<file path="src/rtl/mem_port_arbiter.sv">
// mem_port_arbiter
//   Shares the single core memory port between the fetch stage (read-only)
//   and the load/store unit (read/write). Data normally wins arbitration.
//   Once data has been granted MAX_DATA_RUN times in a row while fetch was
//   waiting, fetch is forced to win. A requester that is presented but not
//   granted is locked in until the memory grants it. The owner of every
//   in-flight transaction is queued so that in-order responses are routed
//   back to the requester that issued them.
//
// Ports
//   clk_i, rst_ni        clock, asynchronous active-low reset
//   instr_*              fetch req/gnt/rvalid channel (32-bit address/rdata)
//   data_*               LSU req/gnt/rvalid channel (we, be, addr, wdata, rdata)
//   mem_*                memory-side request/grant/response channel
//   err_o                sticky: a response arrived with nothing outstanding
module mem_port_arbiter #(
  parameter int OUTSTANDING  = 2,
  parameter int MAX_DATA_RUN = 4
) (
  input  logic        clk_i,
  input  logic        rst_ni,
  input  logic        instr_req_i,
  input  logic [31:0] instr_addr_i,
  output logic        instr_gnt_o,
  output logic        instr_rvalid_o,
  output logic [31:0] instr_rdata_o,
  input  logic        data_req_i,
  input  logic        data_we_i,
  input  logic [3:0]  data_be_i,
  input  logic [31:0] data_addr_i,
  input  logic [31:0] data_wdata_i,
  output logic        data_gnt_o,
  output logic        data_rvalid_o,
  output logic [31:0] data_rdata_o,
  output logic        mem_req_o,
  output logic        mem_we_o,
  output logic [3:0]  mem_be_o,
  output logic [31:0] mem_addr_o,
  output logic [31:0] mem_wdata_o,
  input  logic        mem_gnt_i,
  input  logic        mem_rvalid_i,
  input  logic [31:0] mem_rdata_i,
  output logic        err_o
);

  localparam int CNT_W = $clog2(OUTSTANDING + 1);
  localparam int PTR_W = (OUTSTANDING > 1) ? $clog2(OUTSTANDING) : 1;
  localparam int RUN_W = ($clog2(MAX_DATA_RUN + 1) < 3) ? 3 : $clog2(MAX_DATA_RUN + 1);

  localparam logic [CNT_W-1:0] CNT_FULL = CNT_W'(OUTSTANDING);
  localparam logic [PTR_W-1:0] PTR_LAST = PTR_W'(OUTSTANDING - 1);
  localparam logic [RUN_W-1:0] RUN_MAX  = RUN_W'(MAX_DATA_RUN);

  // Owner FIFO entries: 0 = instr, 1 = data
  logic [OUTSTANDING-1:0] owner_fifo_q, owner_fifo_d;
  logic [PTR_W-1:0]       wr_ptr_q, wr_ptr_d;
  logic [PTR_W-1:0]       rd_ptr_q, rd_ptr_d;
  logic [CNT_W-1:0]       count_q, count_d;
  logic [RUN_W-1:0]       run_q, run_d;
  logic                   lock_q, lock_d;
  logic                   lock_owner_q, lock_owner_d;
  logic                   err_q, err_d;

  logic owner_data;
  logic owner_req;
  logic full;
  logic empty;
  logic grant;
  logic push;
  logic pop;
  logic head_data;

  function automatic logic [PTR_W-1:0] ptr_inc(input logic [PTR_W-1:0] p);
    return (p == PTR_LAST) ? '0 : p + PTR_W'(1);
  endfunction

  // Arbitration and memory-side request
  always_comb begin
    if (lock_q) begin
      owner_data = lock_owner_q;
    end else begin
      owner_data = data_req_i && !(instr_req_i && (run_q == RUN_MAX));
    end
    owner_req = owner_data ? data_req_i : instr_req_i;
    full      = (count_q == CNT_FULL);
    empty     = (count_q == '0);
    // No issue while the owner FIFO is full, even if a response frees a slot
    // this cycle: the response path never feeds back into the request path.
    mem_req_o   = owner_req && !full;
    mem_we_o    = owner_data ? data_we_i    : 1'b0;
    mem_be_o    = owner_data ? data_be_i    : 4'hF;
    mem_addr_o  = owner_data ? data_addr_i  : instr_addr_i;
    mem_wdata_o = owner_data ? data_wdata_i : 32'h0;
    grant       = mem_req_o && mem_gnt_i;
    instr_gnt_o = grant && !owner_data;
    data_gnt_o  = grant && owner_data;
  end

  // Response routing from the oldest outstanding owner
  always_comb begin
    head_data      = owner_fifo_q[rd_ptr_q];
    pop            = mem_rvalid_i && !empty;
    push           = grant;
    instr_rvalid_o = pop && !head_data;
    data_rvalid_o  = pop && head_data;
    instr_rdata_o  = mem_rdata_i;
    data_rdata_o   = mem_rdata_i;
    err_o          = err_q;
  end

  // Owner FIFO storage, one bit per slot
  for (genvar gi = 0; gi < OUTSTANDING; gi++) begin : g_owner_slot
    assign owner_fifo_d[gi] = (push && (wr_ptr_q == PTR_W'(gi))) ? owner_data
                                                                 : owner_fifo_q[gi];
  end

  // Next-state logic for pointers, count, lock, run counter and error flag
  always_comb begin
    wr_ptr_d = push ? ptr_inc(wr_ptr_q) : wr_ptr_q;
    rd_ptr_d = pop  ? ptr_inc(rd_ptr_q) : rd_ptr_q;

    count_d = count_q;
    if (push && !pop) begin
      count_d = count_q + CNT_W'(1);
    end else if (pop && !push) begin
      count_d = count_q - CNT_W'(1);
    end

    // The lock captures whoever was presented but stalled; it stays set
    // (even while full blocks the request) until that requester is granted.
    lock_d       = lock_q ? !grant : (mem_req_o && !mem_gnt_i);
    lock_owner_d = lock_q ? lock_owner_q : owner_data;

    run_d = run_q;
    if (!instr_req_i || instr_gnt_o) begin
      run_d = '0;
    end else if (data_gnt_o && (run_q != RUN_MAX)) begin
      run_d = run_q + RUN_W'(1);
    end

    err_d = err_q || (mem_rvalid_i && empty);
  end

  always_ff @(posedge clk_i or negedge rst_ni) begin
    if (!rst_ni) begin
      owner_fifo_q <= '0;
      wr_ptr_q     <= '0;
      rd_ptr_q     <= '0;
      count_q      <= '0;
      run_q        <= '0;
      lock_q       <= 1'b0;
      lock_owner_q <= 1'b0;
      err_q        <= 1'b0;
    end else begin
      owner_fifo_q <= owner_fifo_d;
      wr_ptr_q     <= wr_ptr_d;
      rd_ptr_q     <= rd_ptr_d;
      count_q      <= count_d;
      run_q        <= run_d;
      lock_q       <= lock_d;
      lock_owner_q <= lock_owner_d;
      err_q        <= err_d;
    end
  end

endmodule

</file>
<file path="config.mk">
export PLATFORM = sky130hd
export DESIGN_NAME = mem_port_arbiter
export DESIGN_NICKNAME = d
export VERILOG_FILES = /design/src/rtl/mem_port_arbiter.sv
export SDC_FILE = /design/constraint.sdc
export NUM_CORES = 1
export LEC_CHECK = 0
export ABC_CLOCK_PERIOD_IN_PS = 4800
export CORE_AREA = 2 2 108 110
export CTS_CLUSTER_DIAMETER = 100
export DETAILED_ROUTE_END_ITERATION = 10
export DIE_AREA = 0 0 110 112
export PLACE_DENSITY = 0.72
export SYNTH_ARGS = -nofsm -noshare
export SYNTH_HDL_FRONTEND = slang
export SYNTH_SLANG_ARGS = --single-unit
</file>
<file path="constraint.sdc">
create_clock -name clk_i -period 4.8 [get_ports clk_i]
set_input_delay 0.48 -clock clk_i [delete_from_list [all_inputs] [get_ports clk_i]]
set_output_delay 0.48 -clock clk_i [all_outputs]
set_load 0.02 [all_outputs]
</file>
==> flow_results.xml, run 1 <==
<?xml version="1.0" encoding="UTF-8"?>
<metrics>
  <group name="run_status">
    <metric name="run_status" unit="">completed</metric>
  </group>
  <group name="worst_setup_path">
    <metric name="crit_path_max_fanout" unit="">35</metric>
    <metric name="crit_slowest_cell" unit="">sky130_fd_sc_hd__clkdlybuf4s50_1</metric>
    <metric name="cp_data_arrival_time" unit="ns">2.80</metric>
    <metric name="setup.worst_path.start_class" unit="">input port</metric>
    <metric name="timing.critical_path.slowest_cell_delay" unit="ns">0.57</metric>
    <metric name="critical_path.cell_chain" unit="">clkdlybuf4s50_1 -&gt; inv_2 -&gt; nor2_1 -&gt; o21a_2 -&gt; buf_4 -&gt; mux2_2 -&gt; clkdlybuf4s50_1</metric>
    <metric name="reg_to_reg_critical_path_startpoint" unit="">lock_owner_q$_DFFE_PN0N_</metric>
    <metric name="crit_path_start" unit="">instr_req_i</metric>
    <metric name="endpoint_kind" unit="">primary output</metric>
    <metric name="worst_ep_required_time" unit="ns">4.32</metric>
    <metric name="crit_top_cell" unit="">sky130_fd_sc_hd__clkdlybuf4s50_1</metric>
    <metric name="setup.worst_path.class" unit="">input port to primary output</metric>
  </group>
  <group name="die">
    <metric name="coreArea" unit="um2">11200</metric>
    <metric name="start_util" unit="">0.173</metric>
    <metric name="num_rows" unit="">39</metric>
    <metric name="dieArea" unit="um2">12300</metric>
    <metric name="x_dimension_of_the_die" unit="um">110</metric>
    <metric name="io-pin-count" unit="">278</metric>
    <metric name="die_h" unit="um">112</metric>
  </group>
  <group name="logic_synthesis">
    <metric name="syn_avg_cell_area" unit="um2">9.32</metric>
    <metric name="post_synth_num_cell_types" unit="">36</metric>
    <metric name="synth_enable_flop_cells" unit="">0</metric>
    <metric name="summed_instance_area_of_the_synthesized_netlist" unit="um2">1930</metric>
    <metric name="netlist.area_leader.share" unit="">0.249</metric>
    <metric name="synth.largest_area_cell" unit="">sky130_fd_sc_hd__buf_4</metric>
    <metric name="mappedNetlistNets" unit="">349</metric>
    <metric name="yosys-top-cells-area" unit="">sky130_fd_sc_hd__buf_4, sky130_fd_sc_hd__mux2_4, sky130_fd_sc_hd__dfrtp_1</metric>
    <metric name="yosysWarningCount" unit="">0</metric>
    <metric name="total_of_flip_flops_plus_latches_after_synthesis" unit="">12</metric>
    <metric name="postSynth.topFlopCell" unit="">sky130_fd_sc_hd__dfrtp_1</metric>
    <metric name="post_synth_inst_count" unit="">207</metric>
    <metric name="ys_async_sr_fraction" unit="">1.00</metric>
    <metric name="synth-seq-area-share" unit="">0.156</metric>
  </group>
  <group name="sta">
    <metric name="period_minus_slack" unit="ns">3.28</metric>
    <metric name="final_hold_vios" unit="">0</metric>
    <metric name="rsz0062_at_grt" unit="">no</metric>
    <metric name="worst-slew-pin-transition" unit="ns">0.600</metric>
    <metric name="worst_slew_margin_rel" unit="">0.600</metric>
    <metric name="fin_tns_setup" unit="ns">0</metric>
    <metric name="timing.final.crit_share" unit="">0.683</metric>
    <metric name="fmax" unit="GHz">0.305</metric>
    <metric name="final-max-slew-violation-count" unit="">0</metric>
    <metric name="finalSetupViolCount" unit="">0</metric>
    <metric name="fin_skew" unit="ns">0.00155</metric>
    <metric name="holdWs" unit="ns">0.454</metric>
  </group>
  <group name="power">
    <metric name="total_power_draw" unit="uW">1700</metric>
    <metric name="share_clk_of_total_power" unit="">0.099</metric>
    <metric name="vdd_ir_drop_max" unit="uV">229</metric>
    <metric name="netSwitchingFraction" unit="">0.421</metric>
    <metric name="power-per-cell-area" unit="nW/um2">492</metric>
    <metric name="pwr-share-seq" unit="">0.101</metric>
    <metric name="comb_power_share" unit="">0.800</metric>
    <metric name="intPower" unit="uW">984</metric>
    <metric name="p_leak" unit="uW">0.00139</metric>
    <metric name="power_switching" unit="uW">715</metric>
  </group>
  <group name="placement">
    <metric name="detailed_place_hpwl" unit="um">5080</metric>
    <metric name="gp_routability_congestion" unit="">0.711</metric>
    <metric name="portBuffers" unit="">181</metric>
    <metric name="placed_cells_incl_taps" unit="">459</metric>
  </group>
  <group name="global_route">
    <metric name="grt_start_max_net_pins" unit="">40</metric>
    <metric name="global_route_congestion_overflow_total" unit="">0</metric>
    <metric name="grt_antenna_before_repair" unit="">0</metric>
    <metric name="grt_pass1_vias" unit="">1858</metric>
    <metric name="grt_pass1_wl" unit="um">8870</metric>
    <metric name="grt.total_usage" unit="">0.0894</metric>
  </group>
  <group name="clock_network">
    <metric name="cts-hold-fix-buffers" unit="">0</metric>
    <metric name="worst_setup_hold_path_clk_slew" unit="ns">0.04</metric>
    <metric name="tritoncts_clock_tree" unit="">built</metric>
    <metric name="post_cts_resized" unit="">0</metric>
    <metric name="ctsHtreeMaxLevel" unit="">1</metric>
    <metric name="clock_latency" unit="ns">0.24</metric>
    <metric name="post_cts.repair.setup_buffers" unit="">0</metric>
    <metric name="cts_sinks" unit="">12</metric>
    <metric name="numCtsBuffers" unit="">3</metric>
    <metric name="ctsLongestPathBuffers" unit="">2</metric>
    <metric name="cts_root_buffer" unit="">sky130_fd_sc_hd__clkbuf_16</metric>
  </group>
  <group name="finish">
    <metric name="nNetsFinal" unit="">463</metric>
    <metric name="finalCoreUtilization" unit="">0.309</metric>
    <metric name="layout-area-overhead-vs-synth" unit="%">78.8</metric>
    <metric name="n_fill_cell" unit="">1166</metric>
    <metric name="antenna_cells" unit="">0</metric>
    <metric name="layoutNonFillerInstCount" unit="">463</metric>
    <metric name="drive_above_1_share" unit="">0.141</metric>
    <metric name="multi_input_gate_area_in_the_final_layout" unit="um2">1040</metric>
    <metric name="final-seq-area" unit="um2">300</metric>
  </group>
  <group name="job">
    <metric name="maximum_capacitance_violations" unit="">0</metric>
  </group>
  <group name="route">
    <metric name="totalWireLength" unit="um">6060</metric>
    <metric name="wl_per_cell" unit="um">13.1</metric>
    <metric name="drtPass1Iterations" unit="">6</metric>
    <metric name="detailedRoute.firstIterationViolations" unit="">39</metric>
    <metric name="drc_errors" unit="">0</metric>
    <metric name="drtAntennaViolNets" unit="">0</metric>
    <metric name="drt-vias-per-instance" unit="">3.83</metric>
    <metric name="route.vias.total" unit="">1772</metric>
  </group>
  <group name="hold_path">
    <metric name="hold_path_startpoint" unit="">err_o$_DFF_PN0_</metric>
    <metric name="worst_hold_path_type" unit="">flop to flop</metric>
  </group>
</metrics>
worst max-delay path: cells and delay by family:
kind,cells,cell delay [ns]
mux,1,0.40
simple gates,1,0.10
buf+inv,4,1.66
compound gates,1,0.14
stage by stage:
| step | instance area, um2 | setup WS [ns] |
|---|---|---|
| floorplan | 1930 | 2.77 |
| finish | 3450 | 1.52 |
| global placement | 3360 | 1.56 |
| detailed placement | 3360 | 1.51 |
| CTS | 3450 | 1.50 |
| global route | 3450 | 1.40 |
sequential cells by signal (all words and copies together) (netlist names), named ones only:
name	cells
run_q	3
owner_fifo_q	2
err_o	1
rd_ptr_q	1
lock_owner_q	1
count_q	2
wr_ptr_q	1
cells in the final DEF, fill, tap and decap left out, types with 2 or more instances in the layout:
cell,count
sky130_fd_sc_hd__mux2_2,5
sky130_fd_sc_hd__xor2_1,2
sky130_fd_sc_hd__clkdlybuf4s50_1,181
sky130_fd_sc_hd__o21ai_0,2
sky130_fd_sc_hd__ha_1,3
sky130_fd_sc_hd__nor2_1,8
sky130_fd_sc_hd__o31ai_2,2
sky130_fd_sc_hd__dfrtp_1,12
sky130_fd_sc_hd__nand2_1,4
sky130_fd_sc_hd__mux2_4,27
sky130_fd_sc_hd__nand2b_1,6
sky130_fd_sc_hd__clkbuf_16,3
sky130_fd_sc_hd__o31ai_1,2
sky130_fd_sc_hd__inv_2,3
sky130_fd_sc_hd__and2_1,33
sky130_fd_sc_hd__xnor2_1,3
sky130_fd_sc_hd__inv_1,4
power groups by stage:
stage               clock [uW]  combinational, uW  sequential [uW]
CTS                        173               1380              171
finish                     168               1360              171
global route               176               1450              179
detailed placement           0               1380              172
global placement             0               1350              171
floorplan                    0                938              165
cells by family (layout without fill, tap and decap cells):
logic type,Yosys count,after routing,share of synthesized area
flops,12,12,0.156
compound gates,14,14,0.0648
buf+inv,80,193,0.308
simple gates,60,60,0.185
xor+xnor,5,5,0.0227
fa+ha+maj,3,3,0.0195
mux,33,33,0.244
cell type report:
cell class / instances / area share
flip-flops and latches: 12 / 0.0871
multi-input cells: 115 / 0.300
repair buffers: 182 / 0.527
clock buffers: 4 / 0.0258
well taps: 143 / 0.0519
inverters: 7 / 0.00762
cell usage after synthesis, types with 2 or more instances:
cell type,instances
sky130_fd_sc_hd__buf_4,64
sky130_fd_sc_hd__and2_1,33
sky130_fd_sc_hd__mux2_4,27
sky130_fd_sc_hd__dfrtp_1,12
sky130_fd_sc_hd__nor2_1,8
sky130_fd_sc_hd__buf_6,7
sky130_fd_sc_hd__nand2b_1,6
sky130_fd_sc_hd__mux2_2,5
sky130_fd_sc_hd__inv_1,4
sky130_fd_sc_hd__nand2_1,4
sky130_fd_sc_hd__ha_1,3
sky130_fd_sc_hd__inv_2,3
sky130_fd_sc_hd__xnor2_1,3
sky130_fd_sc_hd__o21a_1,2
sky130_fd_sc_hd__o21ai_0,2
sky130_fd_sc_hd__o31ai_1,2
sky130_fd_sc_hd__o31ai_2,2
sky130_fd_sc_hd__xor2_1,2
path summary, 6_finish.rpt:
| kind | end | slack [ns] | cells past startpoint |
|---|---|---|---|
| setup reg to reg | count_q[1]$_DFFE_PN0P_ | 2.78 | 8 |
| hold / removal | err_o$_DFF_PN0_ | 0.45 | 1 |
| min in group asynchronous | err_o$_DFF_PN0_ | 0.60 | 1 |
| hold reg to reg | err_o$_DFF_PN0_ | 0.45 | 1 |
| setup / recovery | mem_addr_o[1] | 1.52 | 7 |
| max in group asynchronous | rd_ptr_q$_DFFE_PN0P_ | 3.83 | 1 |
layer usage:
metal,global-route usage,vias up,wire (um)
met5,0,-,0
met4,0.0270,0,125
met3,0.0445,22,1030
met2,0.157,135,2890
met1,0.0917,774,2010
li1,-,841,-
Power figures use the tool's default switching activity.
==> run 2, diff against run 1 <==
==> config.mk (replaced) <==
export PLATFORM = sky130hd
export DESIGN_NAME = mem_port_arbiter
export DESIGN_NICKNAME = d
export VERILOG_FILES = /design/src/rtl/mem_port_arbiter.sv
export SDC_FILE = /design/constraint.sdc
export NUM_CORES = 1
export LEC_CHECK = 0
export ABC_CLOCK_PERIOD_IN_PS = 3100
export CORE_AREA = 2 2 107 109
export CTS_CLUSTER_DIAMETER = 100
export DETAILED_ROUTE_END_ITERATION = 10
export DIE_AREA = 0 0 109 111
export PLACE_DENSITY = 0.73
export SYNTH_ARGS = -nofsm -noshare
export SYNTH_HDL_FRONTEND = slang
export SYNTH_SLANG_ARGS = --single-unit
==> constraint.sdc (replaced) <==
create_clock -name clk_i -period 3.1 [get_ports clk_i]
set_input_delay 0.31 -clock clk_i [delete_from_list [all_inputs] [get_ports clk_i]]
set_output_delay 0.31 -clock clk_i [all_outputs]
set_load 0.02 [all_outputs]
==> flow_results.xml, run 2 (same netlist as run 1, synthesis figures left out) <==
<?xml version="1.0" encoding="UTF-8"?>
<metrics>
  <group name="finish">
    <metric name="finalCoreUtilization" unit="">0.312</metric>
    <metric name="reg_top3" unit="">run_q: 3 flops, count_q: 2 flops, owner_fifo_q: 2 flops</metric>
    <metric name="most_common_cell_after_layout_fill_and_taps_aside" unit="">sky130_fd_sc_hd__clkdlybuf4s50_1</metric>
    <metric name="most_frequent_cells_in_the_layout" unit="">sky130_fd_sc_hd__clkdlybuf4s50_1, sky130_fd_sc_hd__and2_1, sky130_fd_sc_hd__mux2_4</metric>
    <metric name="nNetsFinal" unit="">463</metric>
    <metric name="largest_reg_flops" unit="">3</metric>
    <metric name="layout-area-overhead-vs-synth" unit="%">78.9</metric>
    <metric name="drive_above_1_share" unit="">0.138</metric>
    <metric name="regMostFlops" unit="">run_q</metric>
  </group>
  <group name="die">
    <metric name="dieArea" unit="um2">12100</metric>
    <metric name="die_h" unit="um">111</metric>
    <metric name="num_rows" unit="">39</metric>
    <metric name="start_util" unit="">0.174</metric>
    <metric name="coreArea" unit="um2">11100</metric>
    <metric name="x_dimension_of_the_die" unit="um">109</metric>
    <metric name="io-pin-count" unit="">278</metric>
  </group>
  <group name="sta">
    <metric name="fin_skew" unit="ns">0.00272</metric>
    <metric name="rsz0062_at_grt" unit="">no</metric>
    <metric name="fin_tns_setup" unit="ns">0</metric>
    <metric name="worst_slew_margin_rel" unit="">0.638</metric>
    <metric name="worst-slew-pin-transition" unit="ns">0.537</metric>
    <metric name="fmax" unit="GHz">0.355</metric>
    <metric name="timing.final.crit_share" unit="">0.908</metric>
    <metric name="final-max-slew-violation-count" unit="">0</metric>
    <metric name="final_hold_vios" unit="">0</metric>
    <metric name="period_minus_slack" unit="ns">2.81</metric>
    <metric name="finalSetupViolCount" unit="">0</metric>
  </group>
  <group name="job">
    <metric name="maximum_capacitance_violations" unit="">0</metric>
  </group>
  <group name="power">
    <metric name="comb_power_share" unit="">0.810</metric>
    <metric name="netSwitchingFraction" unit="">0.424</metric>
    <metric name="share_clk_of_total_power" unit="">0.088</metric>
    <metric name="pwr-share-seq" unit="">0.101</metric>
    <metric name="intPower" unit="uW">1510</metric>
    <metric name="power_switching" unit="uW">1120</metric>
    <metric name="vdd_ir_drop_max" unit="uV">319</metric>
    <metric name="p_leak" unit="uW">0.00139</metric>
    <metric name="power-per-cell-area" unit="nW/um2">762</metric>
  </group>
  <group name="worst_setup_path">
    <metric name="setup.worst_path.class" unit="">flop to primary output</metric>
    <metric name="reg2reg_setup_slack" unit="ns">1.03</metric>
    <metric name="r2r_cells" unit="">8</metric>
    <metric name="crit_path_max_fanout" unit="">39</metric>
    <metric name="critical_path.cell_chain" unit="">inv_1 -&gt; ha_1 -&gt; nand2_1 -&gt; nor2_1 -&gt; o21a_2 -&gt; inv_2 -&gt; and2_1 -&gt; clkdlybuf4s50_1</metric>
    <metric name="worst_ep_required_time" unit="ns">2.79</metric>
    <metric name="timing.critical_path.slowest_cell_delay" unit="ns">0.62</metric>
    <metric name="endpoint_kind" unit="">primary output</metric>
    <metric name="cp_data_arrival_time" unit="ns">2.50</metric>
    <metric name="reg_to_reg_critical_path_startpoint" unit="">lock_owner_q$_DFFE_PN0N_</metric>
    <metric name="setup.worst_path.start_class" unit="">flop</metric>
    <metric name="crit_slowest_cell" unit="">sky130_fd_sc_hd__clkdlybuf4s50_1</metric>
    <metric name="reg2reg_to" unit="">count_q[1]$_DFFE_PN0P_</metric>
  </group>
  <group name="placement">
    <metric name="detailed_place_hpwl" unit="um">5950</metric>
    <metric name="gp_routability_congestion" unit="">0.725</metric>
    <metric name="portBuffers" unit="">181</metric>
  </group>
  <group name="global_route">
    <metric name="grt_start_max_net_pins" unit="">40</metric>
    <metric name="grt.total_usage" unit="">0.112</metric>
    <metric name="grt_pass1_wl" unit="um">10500</metric>
    <metric name="global_route_congestion_overflow_total" unit="">0</metric>
    <metric name="grt_antenna_before_repair" unit="">2</metric>
    <metric name="grt_pass1_vias" unit="">1929</metric>
  </group>
  <group name="clock_network">
    <metric name="tritoncts_clock_tree" unit="">built</metric>
    <metric name="cts_sinks" unit="">12</metric>
    <metric name="cts-hold-fix-buffers" unit="">0</metric>
    <metric name="post_cts_resized" unit="">0</metric>
    <metric name="post_cts.repair.setup_buffers" unit="">0</metric>
    <metric name="numCtsBuffers" unit="">3</metric>
    <metric name="ctsLongestPathBuffers" unit="">2</metric>
    <metric name="cts_root_buffer" unit="">sky130_fd_sc_hd__clkbuf_16</metric>
    <metric name="ctsHtreeMaxLevel" unit="">1</metric>
    <metric name="clock_latency" unit="ns">0.24</metric>
    <metric name="worst_setup_hold_path_clk_slew" unit="ns">0.04</metric>
  </group>
  <group name="route">
    <metric name="detailedRoute.firstIterationViolations" unit="">61</metric>
    <metric name="wl_per_cell" unit="um">15.3</metric>
    <metric name="drc_errors" unit="">0</metric>
    <metric name="totalWireLength" unit="um">7090</metric>
    <metric name="drtAntennaViolNets" unit="">0</metric>
    <metric name="route.vias.total" unit="">1792</metric>
    <metric name="drtPass1Iterations" unit="">4</metric>
    <metric name="drt-vias-per-instance" unit="">3.87</metric>
  </group>
  <group name="hold_path">
    <metric name="worst_hold_path_type" unit="">input port to asynchronous set/reset pin</metric>
  </group>
  <group name="run_status">
    <metric name="run_status" unit="">completed</metric>
  </group>
</metrics>
run 2: how the worst max path moves through the flow:
stage | from | endpoint | slack (ns)
2_1_floorplan | run_q[0]$_DFFE_PN0P_ | mem_wdata_o[13] | 1.24
3_3_place_gp | data_req_i | mem_wdata_o[6] | 0.37
3_5_place_dp | data_req_i | mem_wdata_o[18] | 0.34
4_1_cts | run_q[0]$_DFFE_PN0P_ | mem_wdata_o[18] | 0.25
5_1_grt | run_q[0]$_DFFE_PN0P_ | mem_wdata_o[18] | 0.1
6_report | run_q[0]$_DFFE_PN0P_ | mem_wdata_o[6] | 0.29
run 2: cell type report:
class,count,area (um2)
sequential,12,300
fill,1136,7630
clock buffer,3,75.1
inverter,7,26.3
tap,143,179
timing repair buffer,182,1830
multi-input combinational,115,1040
antenna,1,2.50
run 2: per-layer routing:
| metal | vias up | wire length [um] | GRT usage | part of all wire |
|---|---|---|---|---|
| met2 | 132 | 3240 | 0.191 | 0.46 |
| met3 | 24 | 947 | 0.0417 | 0.13 |
| met1 | 795 | 2780 | 0.131 | 0.39 |
| li1 | 839 | - | - | - |
| met5 | - | 8 | 0 | 0.0011 |
| met4 | 2 | 107 | 0.0282 | 0.015 |
run 2: metrics by stage:
step	total power [uW]	instance area (um2)	hold slack, ns	setup slack [ns]	cells
global placement	2380	3370	0.436	0.374	459
global route	2800	3450	0.474	0.0991	462
CTS	2660	3450	0.452	0.254	462
detailed placement	2410	3370	0.443	0.344	459
finish	2630	3450	0.426	0.285	463
floorplan	1710	1930	0.0144	1.24	207
run 2: critical path: cells and delay by family, from the launching register on:
| family | cells | cell delay [ns] |
|---|---|---|
| buffers and inverters | 3 | 1.03 |
| flip-flops | 1 | 0.40 |
| AND/OR/NAND/NOR | 3 | 0.36 |
| adder cells (fa/ha/maj) | 1 | 0.22 |
| AO/OA/AOI/OAI | 1 | 0.22 |
run 2: power groups by stage:
stage	registers [uW]	logic, uW	clock network (uW)
floorplan	256	1450	0
global placement	266	2120	0
detailed placement	269	2140	0
CTS	268	2160	236
global route	277	2270	248
finish	267	2130	233
